[src/rtl/reg_scoreboard.sv]
// Register scoreboard: a per-register pending-write counter table that stalls
// decode on read-after-write hazards and on counter saturation.
module reg_scoreboard #(
   parameter int NREGS     = 32,
   parameter int AW        = 5,
   parameter int NRD       = 2,
   parameter int NWR       = 2,
   parameter int CW        = 3,
   parameter bit WB_BYPASS = 1'b0,
   parameter bit R0_ZERO   = 1'b0
) (
   input  logic              clk,
   input  logic              rst,
   input  logic              issue_valid,
   input  logic [NWR-1:0]    issue_wr_en,
   input  logic [NWR*AW-1:0] issue_wr_addr,
   input  logic [NRD-1:0]    rd_en,
   input  logic [NRD*AW-1:0] rd_addr,
   input  logic [NWR-1:0]    wb_en,
   input  logic [NWR*AW-1:0] wb_addr,
   input  logic              flush,
   output logic              stall,
   output logic              issue_ack,
   output logic [NREGS-1:0]  busy,
   output logic              err_underflow
);

   // Sum width holds cnt plus NWR increments without overflow.
   localparam int SW = CW + $clog2(NWR + 1) + 1;
   localparam logic [SW-1:0] CMAX = SW'((1 << CW) - 1);

   logic [CW-1:0] cnt      [NREGS];
   logic [CW-1:0] cnt_next [NREGS];
   logic [SW-1:0] req      [NREGS];
   logic [SW-1:0] inc      [NREGS];
   logic [SW-1:0] dec      [NREGS];
   logic          rd_hazard;
   logic          sat_hazard;
   logic          err_next;

   function automatic logic tracked(input logic [AW-1:0] a);
      return (int'(a) < NREGS) && !(R0_ZERO && (a == '0));
   endfunction

   // Requested destinations and releases, independent of the ack.
   always_comb begin
      for (int r = 0; r < NREGS; r++) begin
         req[r] = '0;
         dec[r] = '0;
      end
      for (int i = 0; i < NWR; i++) begin
         if (issue_valid && issue_wr_en[i] && tracked(issue_wr_addr[i*AW +: AW]))
            req[issue_wr_addr[i*AW +: AW]] = req[issue_wr_addr[i*AW +: AW]] + SW'(1);
         if (wb_en[i] && tracked(wb_addr[i*AW +: AW]))
            dec[wb_addr[i*AW +: AW]] = dec[wb_addr[i*AW +: AW]] + SW'(1);
      end
   end

   always_comb begin
      rd_hazard = 1'b0;
      for (int i = 0; i < NRD; i++) begin
         if (issue_valid && rd_en[i] && tracked(rd_addr[i*AW +: AW]) &&
             (cnt[rd_addr[i*AW +: AW]] != '0)) begin
            if (!WB_BYPASS || (SW'(cnt[rd_addr[i*AW +: AW]]) != dec[rd_addr[i*AW +: AW]]))
               rd_hazard = 1'b1;
         end
      end
   end

   always_comb begin
      sat_hazard = 1'b0;
      for (int r = 0; r < NREGS; r++) begin
         if (SW'(cnt[r]) + req[r] > CMAX + dec[r])
            sat_hazard = 1'b1;
      end
   end

   assign stall     = rst & (flush | rd_hazard | sat_hazard);
   assign issue_ack = issue_valid & ~stall & ~flush & rst;

   // Increments only count once the instruction is actually accepted.
   always_comb begin
      for (int r = 0; r < NREGS; r++)
         inc[r] = '0;
      for (int i = 0; i < NWR; i++) begin
         if (issue_ack && issue_wr_en[i] && tracked(issue_wr_addr[i*AW +: AW]))
            inc[issue_wr_addr[i*AW +: AW]] = inc[issue_wr_addr[i*AW +: AW]] + SW'(1);
      end
   end

   always_comb begin
      err_next = err_underflow;
      for (int r = 0; r < NREGS; r++) begin
         if (dec[r] > SW'(cnt[r]) + inc[r]) begin
            cnt_next[r] = '0;
            err_next    = 1'b1;
         end else begin
            cnt_next[r] = CW'(SW'(cnt[r]) + inc[r] - dec[r]);
         end
      end
   end

   always_ff @(posedge clk) begin
      if (!rst) begin
         for (int r = 0; r < NREGS; r++)
            cnt[r] <= '0;
         busy          <= '0;
         err_underflow <= 1'b0;
      end else if (flush) begin
         for (int r = 0; r < NREGS; r++)
            cnt[r] <= '0;
         busy <= '0;
      end else begin
         for (int r = 0; r < NREGS; r++) begin
            cnt[r]  <= cnt_next[r];
            busy[r] <= (cnt_next[r] != '0);
         end
         err_underflow <= err_next;
      end
   end

endmodule

[config.mk]
export PLATFORM = sky130hd
export DESIGN_NAME = reg_scoreboard
export DESIGN_NICKNAME = d
export VERILOG_FILES = /design/src/rtl/reg_scoreboard.sv
export SDC_FILE = /design/constraint.sdc
export NUM_CORES = 1
export LEC_CHECK = 0
export ABC_AREA = 1
export BUFFER_PORTS_ARGS = -buffer_cell sky130_fd_sc_hd__buf_2
export CAP_MARGIN = 20
export CELL_PAD_IN_SITES_DETAIL_PLACEMENT = 1
export CELL_PAD_IN_SITES_GLOBAL_PLACEMENT = 2
export CORE_ASPECT_RATIO = 0.7
export CORE_MARGIN = 1.5
export CORE_UTILIZATION = 38
export DETAILED_ROUTE_END_ITERATION = 8
export HOLD_SLACK_MARGIN = 0.12
export PLACE_DENSITY = 0.81
export SETUP_SLACK_MARGIN = 0.15
export SLEW_MARGIN = 5
export SYNTH_ARGS = -nofsm -noshare
export SYNTH_HDL_FRONTEND = slang
export SYNTH_SLANG_ARGS = --single-unit
[constraint.sdc]
create_clock -name clk -period 8.9 [get_ports clk]
set_clock_uncertainty 0.2 [all_clocks]
set_input_delay 0.89 -clock clk [delete_from_list [all_inputs] [get_ports clk]]
set_output_delay 0.89 -clock clk [all_outputs]
set_load 0.02 [all_outputs]
==> Word-level counts from Yosys, hierarchy flattened <==
Memories as Yosys holds them, arrays and structs flattened.
Cells that the tools add are included.
{ "totals": {"reg_bits": 33, "ram_bits": 96, "mem_bits_ro": 384, "in_bits": 40, "out_inout_bits": 35, "word_cells": 537, "mem_count": 3} }
{ "op_classes": {"add_sub_neg": 133, "n_lt_le_gt_ge": 72, "mux": 199, "bitwise_logic": 79, "n_reduce_logical": 49} }
{ "mem_list": {"columns": ["memory", "depth", "width", "read_ports", "rd_ports_with_merged_regs", "write_ports", "line", "source"], "rows": [
  ["(no name shown)", 32, 6, 1, 0, 0, "87", "inc[issue_wr_addr[i*AW +: AW]] = inc[issue_wr_addr[i*AW +: AW]] + SW'(1);"],
  ["(no name shown)", 32, 6, 1, 0, 0, "55", "dec[wb_addr[i*AW +: AW]] = dec[wb_addr[i*AW +: AW]] + SW'(1);"],
  ["cnt", 32, 3, 34, 0, 32, "32", "logic [CW-1:0] cnt [NREGS];"]
]} }
{ "ops": {"columns": ["operator", "count"], "rows": [
  ["$mux W192", 6],
  ["$bwmux W192", 3],
  ["$add A3 B6 Y6", 64],
  ["$and A192 B192 Y192", 2],
  ["$gt A6 B6 Y1", 64],
  ["$mux W3", 96],
  ["$add A3 B6 Y6 const A", 32],
  ["$demux W6 S5", 4],
  ["$reduce_bool A3 Y1", 34],
  ["$sub A3 B3 Y3", 32],
  ["$bmux W6 S5", 3],
  ["$mux W6", 14],
  ["$mux W1", 73],
  ["$or A1 B1 Y1", 66],
  ["$reduce_bool A32 Y1", 1],
  ["$add A6 B1 Y6 const B", 5],
  ["$ge A6 B6 Y1 const B", 4],
  ["$lt A6 B1 Y1 const B", 4],
  ["$not A5 Y6", 4],
  ["$logic_and A1 B1 Y1", 12],
  ["$and A1 B1 Y1", 4],
  ["$not A1 Y1", 3],
  ["$reduce_and A2 Y1", 1],
  ["$reduce_or A2 Y1", 1]
]} }

==> Logic depth before layout (Yosys ltp) <==
{ "logic_depth": {"depth_word": 95, "mapped_depth": 60, "mapped_depth_nobuf": 57} }

==> Least setup slack after synthesis <==
Ideal clock, no wire load.
{ "synth_timing": {"path_type": "input -> register", "start": "input issue_valid", "end": "register err_underflow", "setup_ps": 112, "arrival_ps": 7658, "required_time_ps": 8588, "path_slack_ps": 930, "stages": 54, "path_buffers": 6, "path_cell_list": "clkbuf_1 -> nand2_1 -> clkinv_1 -> buf_2 -> buf_1 -> a31oi_1 -> o22ai_1 -> nor2_1 -> o311ai_1 -> clkbuf_1 -> nand2_1 -> inv_1 -> a21oi_1 -> ha_1 -> fa_1 -> xor2_1 -> ha_1 -> nand2_1 -> (+18 left out) -> o21bai_2 -> nand2_1 -> nor2_4 -> buf_6 -> nand3_2 -> nand2_1 -> inv_1 -> ha_1 -> fa_1 -> ha_1 -> inv_1 -> nor2_1 -> o2111ai_1 -> nand4_1 -> nor4_1 -> a21oi_1 -> nor2_1 -> nor2_1"} }
{ "synth_between": {"elab_chain_len": 89, "word_cells_on_any_way": 224, "classes_between": "add/sub (66); order compare (64); mux (77); bitwise (7); reduce/logical (10)"} }
{ "synth_lines": {"columns": ["element", "line", "source"], "rows": [
  ["start: declaration", "14", "input logic issue_valid,"],
  ["$logic_and A1 B1 Y1", "52", "if (issue_valid && issue_wr_en[i] && tracked(issue_wr_addr[i*AW +: AW]))"],
  ["$mux W192", "52", null],
  ["$bmux W6 S5", "53", "req[issue_wr_addr[i*AW +: AW]] = req[issue_wr_addr[i*AW +: AW]] + SW'(1);"],
  ["$mux W6 (implied by the code) (2 in series)", "53", null],
  ["$add A6 B1 Y6", "53", null],
  ["$bwmux W192", "53", null],
  ["$mux W192", "52", null],
  ["$add A3 B6 Y6", "73", "if (SW'(cnt[r]) + req[r] > CMAX + dec[r])"],
  ["(+41 left out)", null, null],
  ["$bmux W6 S5", "87", null],
  ["$mux W6 (implied by the code) (2 in series)", "87", null],
  ["$add A6 B1 Y6", "87", null],
  ["$bwmux W192", "87", null],
  ["$mux W192 *", "86", "if (issue_ack && issue_wr_en[i] && tracked(issue_wr_addr[i*AW +: AW]))"],
  ["$add A3 B6 Y6", null, null],
  ["$gt A6 B6 Y1", "94", "if (dec[r] > SW'(cnt[r]) + inc[r]) begin"],
  ["$mux W1 (31 in series)", "94", null],
  ["end signal: assignment", "118", "err_underflow <= err_next;"],
  ["end: declaration", "25", "output logic err_underflow"]
]} }
Mark *: on every way between the ends. The rest lies on a longest branch, timed or not. The select of a mux whose other input is x is not followed.
A chain may end at the register's enable or synchronous reset.

==> Worst setup path after layout <==
{ "layout_timing": {"start": "input issue_wr_addr[3]", "end": "register err_underflow"} }
{ "layout_between": {"elab_chain_len": 94, "word_cells_on_any_way": 226, "classes_between": "add/sub (67); order compare (66); mux (79); bitwise (8); reduce/logical (5); memory (1)"} }
{ "layout_lines": {"columns": ["element", "line", "source"], "rows": [
  ["start: declaration", "16", "input logic [NWR*AW-1:0] issue_wr_addr,"],
  ["$not A5 Y6 (implied by the code) *", "53, 87", null],
  ["$mem_v2 Z32 W6 (tied with other cells)", null, null],
  ["$mux W6 (implied by the code) / $logic_and A1 B1 Y1 (equally long branches)", "87, 53", null],
  ["$mux W6 (on tied branches)", "87, 53", null],
  ["$add A6 B1 Y6 / $demux W6 S5 (equally long branches)", "87, 53", null],
  ["$and A192 B192 Y192 (no line) *", null, null],
  ["$mux W192", "52", null],
  ["$bmux W6 S5", "53", null],
  ["(+47 left out)", null, null],
  ["$bmux W6 S5", "87", null],
  ["$mux W6 (implied by the code) (2 in series)", "87", null],
  ["$add A6 B1 Y6", "87", null],
  ["$bwmux W192", "87", null],
  ["$mux W192 *", "86", null],
  ["$add A3 B6 Y6", null, null],
  ["$gt A6 B6 Y1", "94", null],
  ["$mux W1 (31 in series)", "94", null]
]} }
Marks and branches as above.

==> run metrics <==
vias per cell=5.18; Comb power frac=37.4%; Slew Viols, Final=0; Die ar.=around 58,000 um2; CP endpoint kind=flip-flop; Die X=287 um; row cnt=between 70 and 80; final hold vios=0; Synth Cell Area=roughly 22,000 um2; Max Clock Freq=roughly 0.11 GHz; DRC errors left=0; Initial Util=38.7%; DP Wirelength=77,500 um; fin crit share=101%; Ports=between 70 and 80; Sw Ratio=around two fifths; nets=4,372; violated checks=setup timing; wire length per cell=~21 um; crit path max fanout=8; Clock Pin Slew Worst Setup and Hold Paths=0.06 ns; hold buffers post-CTS=0; Max Cap Viol=0; P_sw=around 870 uW; vias in the first global route=about 25,000; Core ar.=55,600 um2; Internal=1410 uW; number of CTS-inserted buffers=17; CTS Sinks=around 130; RePlAce Congestion=1.01; maximum vdd drop=between 0.15 and 0.2 mV; CTS H-tree lvls=4; RSZ-0062 raised after global routing=true; most frequent CP cell=buf_4; share of cells above drive strength 1=roughly 29%; Antenna Nets Post-Route=0; CP max stage cell=fa_1; worst min path class=flip-flop to flip-flop; ANT cells=0; Clock Tree Buf Depth=2; status=complete, but fails checks; Synth Instances=between 3,000 and 4,000; initial detailed-routing violation count=around 1,600; critical path required time=about 9.1 ns; Die Y=slightly above 200 um; fill count=slightly above 7,000; via count=about 24,000; post-synth cell types=just over 50; overall power=roughly 2300 uW; CTS tree=built; wirelength, routed=96,000 um; clock period minus worst slack=8.96 ns; synthesized area per cell=7.06 um2; Cell Pwr Density=75.5 nW/um2; synth warn=0; Arr. time, crit path=between 9 and 10 ns; leakage=around 0.017 uW; pin count of the biggest net entering global routing=between 40 and 50; Syn-to-layout area delta=40.3%; register area share after synthesis=16.3%; #FFs+latches synth=approximately 130; Slew HR=a little under two fifths; max incr delay on CP=approximately 0.48 ns; count of input and output buffers=between 70 and 80; worst setup margin=-0.0638 ns; Flop pwr share=31.9%; Fin Hold WS=about 0.35 ns; gr ovfl total=0; CP startpoint kind=primary input; Root Buffer Master=clkbuf_16; worst-margin pin slew=between 0.9 and 1 ns; Crit Path Category=primary input to flip-flop; Worst-Skew Late Latency=~0.51 ns; DR pass1 iterations=5; initial antenna violation count=2; endpoints failing setup=1; Overall Global Routing Usage=approximately a third; power share of the clock group=between 30% and 40%; first-pass GRT wire length=approximately 140,000 um
final cells by class:
cell class | instances | area [um2] | area share [%]
Clock buffer | 27 | 504 | 1.67
Clock inverter | 5 | 30.0 | 0.0994
Timing Repair Buffer | 724 | 5710 | 18.9
Multi-Input combinational cell | 2303 | 17100 | 56.5
Tap cell | 740 | 926 | 3.06
Sequential cell | 129 | 3510 | 11.6
Inverter | 646 | 2470 | 8.16
power groups by stage:
stage / clock (uW) / combinational (uW) / sequential [uW]
6_report: 700 / 854 / 727
5_1_grt: 736 / 921 / 733
4_1_cts: 718 / 782 / 726
2_1_floorplan: 0 / 365 / 736
3_3_place_gp: 0 / 684 / 737
3_5_place_dp: 0 / 720 / 739
worst max-delay path: cells and delay by family:
family | cells | cell delay, ns
AOI/OAI and AO/OA | 9 | 1.25
adders and majority gates | 6 | 1.96
buffers and inverters | 15 | 2.07
and+or+nand+nor | 22 | 2.95
cell families after synthesis:
logic type | after synthesis | share of synthesized area (%)
AO/OA/AOI/OAI | 379 | 10.1
buffers and inverters | 708 | 12.8
adder cells (fa/ha/maj) | 511 | 33.0
XOR/XNOR | 90 | 3.66
flip-flops | 129 | 16.3
other | 1 | 0.0174
AND/OR/NAND/NOR | 1230 | 24.1
stage by stage:
step	worst slack [ns]	TNS, ns	instance area, um2	instances	utilization, %
3_3_place_gp	-1.80	-115.96	27300	4464	49.1
3_5_place_dp	-1.75	-128.77	27300	4464	49.1
2_1_floorplan	0.930	0	21900	3140	-
4_1_cts	0.0714	0	29000	4543	52.1
5_1_grt	-0.415	-1.21	30200	4574	54.4
6_report	-0.0638	-0.0638	30200	4574	54.4
synthesized netlist by cell type, drive strengths merged:
| library cell | n | area share [%] |
|---|---|---|
| inv | 641 | 11 |
| nand2 | 526 | 9.2 |
| nor2 | 450 | 8.0 |
| ha | 415 | 24 |
| nand3 | 184 | 5.0 |
| a21oi | 150 | 3.5 |
| o21ai | 129 | 3.0 |
| fa | 96 | 8.9 |
| edfxtp | 93 | 13 |
| xor2 | 51 | 2.1 |
| clkbuf | 40 | 0.70 |
| nand4 | 40 | 1.2 |
| xnor2 | 39 | 1.6 |
| dfxtp | 36 | 3.3 |
| a31oi | 26 | 0.76 |
| buf | 22 | 0.83 |
| nor3 | 20 | 0.46 |
| o2111ai | 15 | 0.61 |
| o21bai | 15 | 0.54 |
| o22ai | 9 | 0.26 |
| o221ai | 8 | 0.33 |
| o211ai | 6 | 0.21 |
| o21a | 6 | 0.21 |
| clkinv | 5 | 0.11 |
| nor4 | 5 | 0.15 |
| a211o | 3 | 0.12 |
| nor3b | 3 | 0.10 |
| a2111oi | 2 | 0.081 |
| o2111a | 2 | 0.10 |
| o221a | 2 | 0.10 |
| or2 | 2 | 0.058 |
| a211oi | 1 | 0.035 |
| a221oi | 1 | 0.041 |
| a311oi | 1 | 0.041 |
| a41oi | 1 | 0.041 |
| conb | 1 | 0.017 |
| o22a | 1 | 0.041 |
| o311ai | 1 | 0.041 |
timing repair:
item,in CTS,in global routing
setup endpoints to repair,129,129
gates resized for setup,222,242
pin swaps,70,111
buffers inserted,46,30
cloned,1,1
path summary, 6_finish.rpt:
| kind | cells past startpoint | end | startpoint | slack, ns |
|---|---|---|---|---|
| setup reg to reg | 36 | err_underflow$_SDFFE_PN0P_ | cnt[12][0]$_SDFFCE_PN0P_ | 1.67 |
| hold / removal | 2 | err_underflow$_SDFFE_PN0P_ | err_underflow$_SDFFE_PN0P_ | 0.35 |
| setup / recovery | 52 | err_underflow$_SDFFE_PN0P_ | issue_wr_addr[3] | -0.06 |
| hold reg to reg | 2 | err_underflow$_SDFFE_PN0P_ | err_underflow$_SDFFE_PN0P_ | 0.35 |
state kept, by name, summed over array words and instances (netlist names):
signal and flops:
err_underflow 1, cnt 96, busy 32
placed cells by master (no fill, tap or decap), drive strengths merged, types with 9 or more instances in the layout:
master	netlist	routed
buf	22	723
nor2	450	450
inv	641	642
a31oi	26	26
o21bai	15	15
o22ai	9	9
nand4	40	40
fa	96	96
xnor2	39	39
nor3	20	20
ha	415	415
dfxtp	36	36
nand2	526	526
edfxtp	93	93
a21oi	150	150
o21ai	129	129
o2111ai	15	15
nand3	184	184
clkbuf	40	28
conb	1	93
xor2	51	51
metal layers:
metal,share of wire [%],global-route usage [%]
met5,0.0094,0
met4,2.0,7.58
met3,6.3,5.05
met2,45,53.0
met1,46,45.7
Power figures use the tool's default switching activity.
